**src/rtl/dmem_access_ctrl.sv**
```systemverilog
// Data-memory access sequencer: CPU load/store handshake to a single-port word RAM.
// Optional alignment checking is enabled by defining DMEM_ALIGN_CHECK_EN.
//
// state | meaning
// IDLE  | waiting for req; request fields latched on acceptance
// RD    | RAM word address presented for read
// MRG   | RAM data valid; extract load field or merge partial store
// WR    | RAM write strobe asserted
// ACK   | one-cycle completion pulse (err qualifies it)
module dmem_access_ctrl #(
  parameter logic [31:0] ADDR_BASE  = 32'h10010000,
  parameter int          DEPTH_LOG2 = 8
) (
  input  logic                  clk,
  input  logic                  rst,
  input  logic                  req,
  input  logic                  we,
  input  logic [1:0]            size,
  input  logic                  sext,
  input  logic [31:0]           addr,
  input  logic [31:0]           wdata,
  output logic                  ack,
  output logic                  err,
  output logic [31:0]           rdata,
  output logic                  busy,
  output logic [DEPTH_LOG2-1:0] mem_addr,
  output logic                  mem_we,
  output logic [31:0]           mem_wdata,
  input  logic [31:0]           mem_rdata
);

  typedef enum logic [2:0] {S_IDLE, S_RD, S_MRG, S_WR, S_ACK} state_t;

  state_t                state_q, state_d;
  logic                  we_q, we_d;
  logic [1:0]            size_q, size_d;
  logic                  sext_q, sext_d;
  logic [31:0]           wdata_q, wdata_d;
  logic [1:0]            lane_q, lane_d;
  logic                  err_q, err_d;
  logic [31:0]           rdata_q, rdata_d;
  logic [DEPTH_LOG2-1:0] mem_addr_q, mem_addr_d;
  logic [31:0]           mem_wdata_q, mem_wdata_d;

  logic [31:0]           off;
  logic                  out_of_range, misalign, bad_req;
  logic [7:0]            ld_byte;
  logic [15:0]           ld_half;
  logic [31:0]           ld_val, merged;

  assign off          = addr - ADDR_BASE;
  assign out_of_range = off >= (32'd4 << DEPTH_LOG2);

`ifdef DMEM_ALIGN_CHECK_EN
  assign misalign = ((size == 2'b01) && off[0]) || ((size == 2'b10) && (off[1:0] != 2'b00));
`else
  assign misalign = 1'b0;
`endif

  assign bad_req = out_of_range || (size == 2'b11) || misalign;

  assign ld_byte = mem_rdata[{lane_q, 3'b000} +: 8];
  assign ld_half = lane_q[1] ? mem_rdata[31:16] : mem_rdata[15:0];

  always_comb begin
    ld_val = mem_rdata;
    case (size_q)
      2'b00:   ld_val = sext_q ? {{24{ld_byte[7]}}, ld_byte} : {24'h0, ld_byte};
      2'b01:   ld_val = sext_q ? {{16{ld_half[15]}}, ld_half} : {16'h0, ld_half};
      default: ld_val = mem_rdata;
    endcase
  end

  // Read-modify-write: only the addressed little-endian lane(s) are replaced.
  always_comb begin
    merged = mem_rdata;
    if (size_q == 2'b00)
      merged[{lane_q, 3'b000} +: 8] = wdata_q[7:0];
    else
      merged[{lane_q[1], 4'b0000} +: 16] = wdata_q[15:0];
  end

  always_comb begin
    state_d     = state_q;
    we_d        = we_q;
    size_d      = size_q;
    sext_d      = sext_q;
    wdata_d     = wdata_q;
    lane_d      = lane_q;
    err_d       = err_q;
    rdata_d     = rdata_q;
    mem_addr_d  = mem_addr_q;
    mem_wdata_d = mem_wdata_q;
    case (state_q)
      S_IDLE: begin
        if (req) begin
          we_d    = we;
          size_d  = size;
          sext_d  = sext;
          wdata_d = wdata;
          lane_d  = off[1:0];
          err_d   = bad_req;
          if (bad_req) begin
            state_d = S_ACK;
          end else if (we && (size == 2'b10)) begin
            mem_addr_d  = off[DEPTH_LOG2+1:2];
            mem_wdata_d = wdata;
            state_d     = S_WR;
          end else begin
            mem_addr_d = off[DEPTH_LOG2+1:2];
            state_d    = S_RD;
          end
        end
      end
      S_RD:  state_d = S_MRG;
      S_MRG: begin
        if (we_q) begin
          mem_wdata_d = merged;
          state_d     = S_WR;
        end else begin
          rdata_d = ld_val;
          state_d = S_ACK;
        end
      end
      S_WR:    state_d = S_ACK;
      S_ACK:   state_d = S_IDLE;
      default: state_d = S_IDLE;
    endcase
  end

  always_ff @(posedge clk) begin
    if (rst) begin
      state_q     <= S_IDLE;
      we_q        <= 1'b0;
      size_q      <= 2'b00;
      sext_q      <= 1'b0;
      wdata_q     <= 32'h0;
      lane_q      <= 2'b00;
      err_q       <= 1'b0;
      rdata_q     <= 32'h0;
      mem_addr_q  <= '0;
      mem_wdata_q <= 32'h0;
    end else begin
      state_q     <= state_d;
      we_q        <= we_d;
      size_q      <= size_d;
      sext_q      <= sext_d;
      wdata_q     <= wdata_d;
      lane_q      <= lane_d;
      err_q       <= err_d;
      rdata_q     <= rdata_d;
      mem_addr_q  <= mem_addr_d;
      mem_wdata_q <= mem_wdata_d;
    end
  end

  assign ack       = (state_q == S_ACK);
  assign err       = ack && err_q;
  assign busy      = (state_q != S_IDLE);
  // Reset during WR must cancel the write in the same cycle.
  assign mem_we    = (state_q == S_WR) && !rst;
  assign rdata     = rdata_q;
  assign mem_addr  = mem_addr_q;
  assign mem_wdata = mem_wdata_q;

endmodule

```
**config.mk**
```make
export PLATFORM = sky130hd
export DESIGN_NAME = dmem_access_ctrl
export DESIGN_NICKNAME = d
export VERILOG_FILES = /design/src/rtl/dmem_access_ctrl.sv
export SDC_FILE = /design/constraint.sdc
export NUM_CORES = 1
export LEC_CHECK = 0
export CAP_MARGIN = 15
export CORE_ASPECT_RATIO = 1.5
export CORE_MARGIN = 1.5
export CORE_UTILIZATION = 46
export DETAILED_ROUTE_END_ITERATION = 10
export GPL_TIMING_DRIVEN = 0
export PLACE_DENSITY = 0.84
export SYNTH_ARGS = -nofsm -noshare
export SYNTH_HDL_FRONTEND = slang
export SYNTH_SLANG_ARGS = --single-unit
export TNS_END_PERCENT = 20
```
**constraint.sdc**
```tcl
create_clock -name clk -period 3.6 [get_ports clk]
set_clock_uncertainty 0.15 [all_clocks]
set_input_delay 0.9 -clock clk [delete_from_list [all_inputs] [get_ports clk]]
set_output_delay 0.9 -clock clk [all_outputs]
set_load 0.01 [all_outputs]
```
==> tab_implementation.tex <==
\begin{tabular}{lr}
\hline
Metric & Value \\
\hline
\multicolumn{2}{l}{\textbf{Clock network}} \\
Max Buffers Root-to-Sink & 2 \\
Total setup buffers inserted after CTS & 0 \\
Worst skew pair latency & 0.34 ns \\
Clock Sinks & 98 \\
Clock edge transition at the registers on the reported setup and hold paths & 0.07 ns \\
Inserted Clock Buffers & 9 \\
Post-cts resize count & 0 \\
Clock tree from TritonCTS & built \\
Number of H-tree branching levels & 3 \\
Total of hold buffers inserted after clock tree synthesis & 0 \\
Clock tree root driver cell & sky130\_fd\_sc\_hd\_\_clkbuf\_16 \\
\multicolumn{2}{l}{\textbf{Logic synthesis}} \\
Number of distinct library cells after synthesis & 50 \\
Post-synth EDFFs & 0 \\
Post-synthesis register bit count & just under 100 \\
Synth warn & 0 \\
Async SR Flop Fraction & 0\% \\
Sequential share of the synthesized area & between 30\% and 40\% \\
Average cell area after synthesis & 8.34 sq um \\
Leading post-synthesis cells by cell area & sky130\_fd\_sc\_hd\_\_dfxtp\_1, sky130\_fd\_sc\_hd\_\_mux2i\_1, sky130\_fd\_sc\_hd\_\_nand2\_1 \\
Post-synth net total & 743 \\
Most common flop cell mapped by yosys & sky130\_fd\_sc\_hd\_\_dfxtp\_1 \\
Fraction of post-synthesis cell area in the top cell type by area & about 37\% \\
Cell count after synthesis & 635 \\
Largest area contributor in the netlist & sky130\_fd\_sc\_hd\_\_dfxtp\_1 \\
Netlist area before placement & $\sim$5300 sq um \\
\multicolumn{2}{l}{\textbf{Drt}} \\
Number of violations reported at the end of detailed-routing iteration 0 & roughly 400 \\
Mean routed wirelength per cell & approximately 20 um \\
Residual antenna-violating net count after detailed routing & 0 \\
Per-cell via count in the routed design & approximately 5.8 \\
Vias post-DR & 5,702 \\
Drt pass-1 iters & 6 \\
DRC errors left & 0 \\
Overall routed net length & a little under 20 mm \\
\multicolumn{2}{l}{\textbf{Worst setup path}} \\
FF-to-FF Start & lane\_q[1]\$\_SDFFE\_PP0P\_ \\
FF-to-FF setup slack & about 0.25 ns \\
Kind of cell with the highest combined delay on the critical path & buffers and inverters \\
Type of element capturing the critical path & output port \\
Crit path DAT & about 2.4 ns \\
Crit path from & rst \\
Buffers \& Inverters on Critical Path & 3 \\
Setup crit start kind & primary input \\
Cell with the most instances on the worst path & sky130\_fd\_sc\_hd\_\_clkbuf\_1 \\
Slowest cell on crit path & sky130\_fd\_sc\_hd\_\_clkdlybuf4s50\_1 \\
Cells along the critical path & clkbuf\_1 -> clkbuf\_1 -> nor4b\_1 -> clkdlybuf4s50\_1 \\
Critical path class & in2out \\
Worst-path fanout max & 10 \\
Worst path max stage delay & approximately 0.6 ns \\
Required time of the critical path & around 2.6 ns \\
\multicolumn{2}{l}{\textbf{GRT}} \\
Vias in the first global route & 5,813 \\
Pin count of the biggest net entering global routing & 17 \\
Congestion Overflow GR & 0 \\
Aggregate global-route resource usage & around a third \\
Global-route wire length before repair & roughly 30 mm \\
Antenna violations before repair & 0 \\
\multicolumn{2}{l}{\textbf{Cells and area}} \\
Share of final-layout standard cells stronger than drive strength 1 & approximately 7.6\% \\
Synth-to-Final Area Change & 43.2\% \\
Number of nets in the layout & just over 900 \\
Final Cell Area & around 7600 sq um \\
Core Util, Final & between 60\% and 70\% \\
\# diodes & 0 \\
\multicolumn{2}{l}{\textbf{Timing}} \\
Aggregate negative setup slack & 0 ns \\
Post-route worst setup slack & 0.112 ns \\
Count of endpoints failing setup in the final report & 0 \\
Maximum operating frequency & $\sim$0.29 GHz \\
Setup repair after global routing missed its margin & false \\
Final hold vios & 0 \\
Final cycle utilization of the critical path & 96.9\% \\
Rel. slew slack & $\sim$56\% \\
Slew @ Worst Pin & between 0.6 and 0.7 ns \\
Fin crit period & about 3.5 ns \\
Final number of max-transition violations & 0 \\
\multicolumn{2}{l}{\textbf{Floorplanning}} \\
Standard-cell row count & 47 \\
Die Footprint & approximately 12,000 sq um \\
Effective utilization at floorplan & between 40 and 50\% \\
Height of the chip & 134 um \\
Placeable core region & 11,100 sq um \\
IO Pins & 179 \\
Die Wd & 90.6 um \\
\multicolumn{2}{l}{\textbf{Outcome}} \\
Result of the run & complete, no violations \\
\multicolumn{2}{l}{\textbf{Pwr}} \\
Post-layout total power & approximately 2.6 mW \\
Worst voltage drop across the vdd grid & between 0.2 and 0.25 mV \\
Power per Cell Area & around 350 nW/um\^{}2 \\
Standby leakage power & between 2 and 3 nW \\
\multicolumn{2}{l}{\textbf{Worst hold path}} \\
Hold Path Origin & rdata[4]\$\_SDFFE\_PP0P\_ \\
Min-Delay Path Class & reg2reg \\
\multicolumn{2}{l}{\textbf{Placement}} \\
Placement-stage cell area & between 7000 and 8000 sq um \\
Final weighted congestion of routability-driven global placement & roughly 0.98 \\
Number of port buffers & about 180 \\
DP Wirelength & about 16 mm \\
Worst setup timing slack at the placement stage & between 0.1 and 0.15 ns \\
\multicolumn{2}{l}{\textbf{Job}} \\
Max Cap Viol & 0 \\
\hline
\end{tabular}
power by group:
group / internal, mW / total, mW / leakage (nW) / switching (mW)
combinational: 0.204 / 0.438 / 1.73 / 0.235
clock: 0.634 / 1.07 / 0.160 / 0.432
sequential: 1.10 / 1.13 / 0.793 / 0.0260
total: 1.94 / 2.63 / 2.68 / 0.693
synthesized netlist by cell type, types with 8 or more instances:
cell type / instances
sky130_fd_sc_hd__mux2_2: 12
sky130_fd_sc_hd__nor3_1: 17
sky130_fd_sc_hd__mux2i_1: 39
sky130_fd_sc_hd__a21oi_1: 54
sky130_fd_sc_hd__a211o_1: 16
sky130_fd_sc_hd__clkbuf_1: 29
sky130_fd_sc_hd__nor2b_1: 14
sky130_fd_sc_hd__buf_2: 16
sky130_fd_sc_hd__nor2_1: 68
sky130_fd_sc_hd__nand2_1: 91
sky130_fd_sc_hd__a222oi_1: 8
sky130_fd_sc_hd__dfxtp_1: 98
sky130_fd_sc_hd__a221oi_1: 31
sky130_fd_sc_hd__a211oi_1: 41
sky130_fd_sc_hd__nand2b_1: 18
logic make-up after synthesis:
kind of cell	after synthesis	share of synthesized area, %
flops	98	37.0
buf+inv	64	5.83
compound gates	172	23.2
mux	58	11.6
simple gates	238	21.1
fa+ha+maj	5	1.18
flip-flops by register name, indices dropped and copies added, names as in the netlist:
signal     cells
wdata_q       16
err_q          1
mem_addr       8
we_q           1
mem_wdata     32
sext_q         1
lane_q         2
state_q        3
rdata         32
size_q         2
layout make-up:
| class | count | area [sq um] |
|---|---|---|
| fillers | 921 | 3530 |
| multi-input cells | 473 | 3030 |
| inverters | 8 | 30.0 |
| plain buffers | 56 | 280 |
| clock inverters | 5 | 86.3 |
| repair buffers | 177 | 1770 |
| well taps | 147 | 184 |
| clock buffers | 11 | 243 |
| flip-flops and latches | 98 | 1960 |
final timing paths:
path | endpoint | cells after the start
max | mem_we | 4
min | rdata[4]$_SDFFE_PP0P_ | 2
max reg2reg | mem_wdata[26]$_SDFFE_PP0P_ | 10
min reg2reg | rdata[4]$_SDFFE_PP0P_ | 2
per-layer routing:
layer | track usage [%] | vias up | routed length [um]
met2 | 57.4 | 279 | 10100
met5 | 0 | - | 0
met3 | 4.71 | 67 | 1140
met1 | 35.6 | 2666 | 7440
li1 | - | 2690 | -
met4 | 18.7 | 0 | 1070
tightest hold or removal path, stage by stage (launching register included):
cell,delay [ns]
sky130_fd_sc_hd__dfxtp_1,0.31
sky130_fd_sc_hd__nand2_1,0.05
sky130_fd_sc_hd__a21oi_1,0.05
through the flow:
step / hold WS, ns / std cells
after CTS: 0.320 / 975
after floorplan: 0.296 / 635
after global routing: 0.340 / 975
after global placement: 0.312 / 959
final: 0.314 / 975
after detailed placement: 0.311 / 959
cell usage in the layout (no fill, tap or decap), drive strengths merged, types with 2 or more instances in the layout:
cell type	instances
clkdlybuf4s50	177
ha	5
a222oi	8
o22ai	6
a211o	16
nor4b	2
a221oi	31
bufinv	2
mux2	18
nor2	68
clkinv	3
nor2b	14
dfxtp	98
buf	26
nand2b	18
or2	3
nand2	91
clkbuf	41
o21ai	8
nor4	5
a21oi	54
inv	8
nor3	20
mux2i	39
and2	2
nand3	7
nor4bb	2
a211oi	41
No activity file was read; power rests on OpenSTA's default activity.
==> patch: new RTL, same settings <==
The parameter `DEPTH_LOG2` goes from 8 to 9.
--- a/src/rtl/dmem_access_ctrl.sv
+++ b/src/rtl/dmem_access_ctrl.sv
@@ -11,3 +11,3 @@
   parameter logic [31:0] ADDR_BASE  = 32'h10010000,
-  parameter int          DEPTH_LOG2 = 8
+  parameter int          DEPTH_LOG2 = 9
 ) (
Interface: changed (resized mem_addr); port bits go from 179 to 180. The function was not compared with the original's and may differ.
==> patch against the unedited design <==
  * Clock power shrank 14%
  * Power decreased by 4.9%
  * Cell area down 0.48%
  * Routed wire length increased by 3.7%
  * Worst setup slack improved by 0.029 ns
  * Sequential cell count grew 1
  * Register-to-register slack better by 0.54 ns
  * Synthesized area decreased by 0.35%
==> patch: results (changes against the unedited design) <==
metric,value,unit,change
seqCellArea,1980,µm²,+1.0%
postPlaceCellArea,7240,µm²,-0.12%
drt-met1-wl,7.70,mm,+3.5%
clkTransAtPathRegs,0.07,ns,about the same
grtUsageMet1,38.8,%,+3.2 points
drtPass1Iterations,5,,-1
outcome,"finished, final reports clean",,
syn-num-nets,751,,+1.1%
drt-initial-drc-count,507,,+26%
hold_class,reg2reg,,
dr.max_layer_used,met4,,
antenna_found_initial,0,,unchanged
drt-total-wl,20.5,mm,+3.7%
ir_drop,0.000234,V,-5.2%
max_stage_delay,0.50,ns,-0.10 ns
numPortBuffers,178,,+0.56%
hpwl,15.9,mm,+1.1%
grt_use_met2,58.8,%,+1.5 points
dr_wl_met2,10.4,mm,+2.4%
grt_pass1_vias,5974,,+2.8%
avgSynthCellArea,8.21,µm²,-1.6%
ys.warnings.count,0,,unchanged
gp_congestion,0.957,,-2.1%
synth_cell_types,44,,-12%
globalRouteMet3Util,4.93,%,+0.23 points
cp_slowest_cell,clkdlybuf4s50_1,,
vias,6049,,+6.1%
cts-root-buf,clkbuf_16,,
timing.final.crit_share,96.1,%,-0.81 points
grt_max_degree,18,,+1
r2r_setup_slack,0.79,ns,+0.54 ns
synth.area.top_cells,"dfxtp_1 (38%), a211oi_1 (12%), a21oi_1 (9.0%)",,
tightest_slew,0.802,ns,+0.135 ns
synth_common_cells,"dfxtp_1 (99), a21oi_1 (95), a211oi_1 (85)",,
final.fill_count,907,,-1.5%
dpl.cell_count,968,,+0.94%
swShare,28.4,%,+2.1 points
nets,942,,+1.2%
grt_pass1_wl,31.8,mm,+4.3%
grt_usage,33.6,%,+1.6 points
cp.arrival,2.41,ns,-0.03 ns
wl_met3,1.41,mm,+24%
yosysSeqAreaShare,37.5,%,+0.51 points
cts.path.max_buffers,2,,unchanged
dp_slack,-0.474,ns,-0.599 ns
wl_per_cell,20.8,µm,+2.6%
drive_gt1_share,4.41,%,-3.2 points
synth_ff_type,dfxtp_1,,
leakage,2.47,nW,-7.8%
-- patch: cell count changes after synthesis, sizes merged, moves of 13 or more --
cell,before,now
a211o,16,0
a21oi,54,95
a211oi,41,85
clkbuf,29,43
mux2,18,2
nand2b,18,5
nand2,91,77
nor2,68,50
-- patch: layout make-up --
class | instances | share of cell area [%]
clock inverter | 6 | 0.630
multi-input combinational | 470 | 39.9
buffer | 63 | 3.37
inverter | 11 | 0.547
sequential | 99 | 26.3
timing repair buffer | 180 | 23.8
clock buffer | 10 | 3.03
tap | 147 | 2.44
-- patch: cells by family after synthesis --
logic type / synth area share [%]
adder cells (fa/ha/maj): 1.19
AO/OA/AOI/OAI: 31.2
flip-flops: 37.5
buffers and inverters: 5.59
multiplexers: 9.77
XOR/XNOR: 0.332
AND/OR/NAND/NOR: 14.4
-- patch: through the flow --
| step | hold WS (ns) | power (mW) |
|---|---|---|
| floorplan | 0.298 | 1.37 |
| global placement | 0.311 | 1.59 |
| detailed placement | 0.318 | 1.59 |
| CTS | 0.330 | 2.50 |
| global route | 0.343 | 2.59 |
| finish | 0.326 | 2.50 |
-- patch: tightest hold or removal path: cells and delay by family (launching register included) --
family          cells  cell delay (ns)
compound gates      1             0.05
flops               1             0.32
simple gates        1             0.06
-- patch: final timing paths --
check,from,to,cells after the start
setup / recovery,rst,mem_we,4
hold / removal,rdata[4],rdata[4],2
setup reg to reg,state_q[0],mem_wdata[10],9
hold reg to reg,rdata[4],rdata[4],2
-- patch: repair_timing --
action                     CTS  global route
hold buffers                 0             0
buffers inserted             0             2
setup endpoints to repair   30            30
pin swaps                    0             1
gates resized for setup      1             0
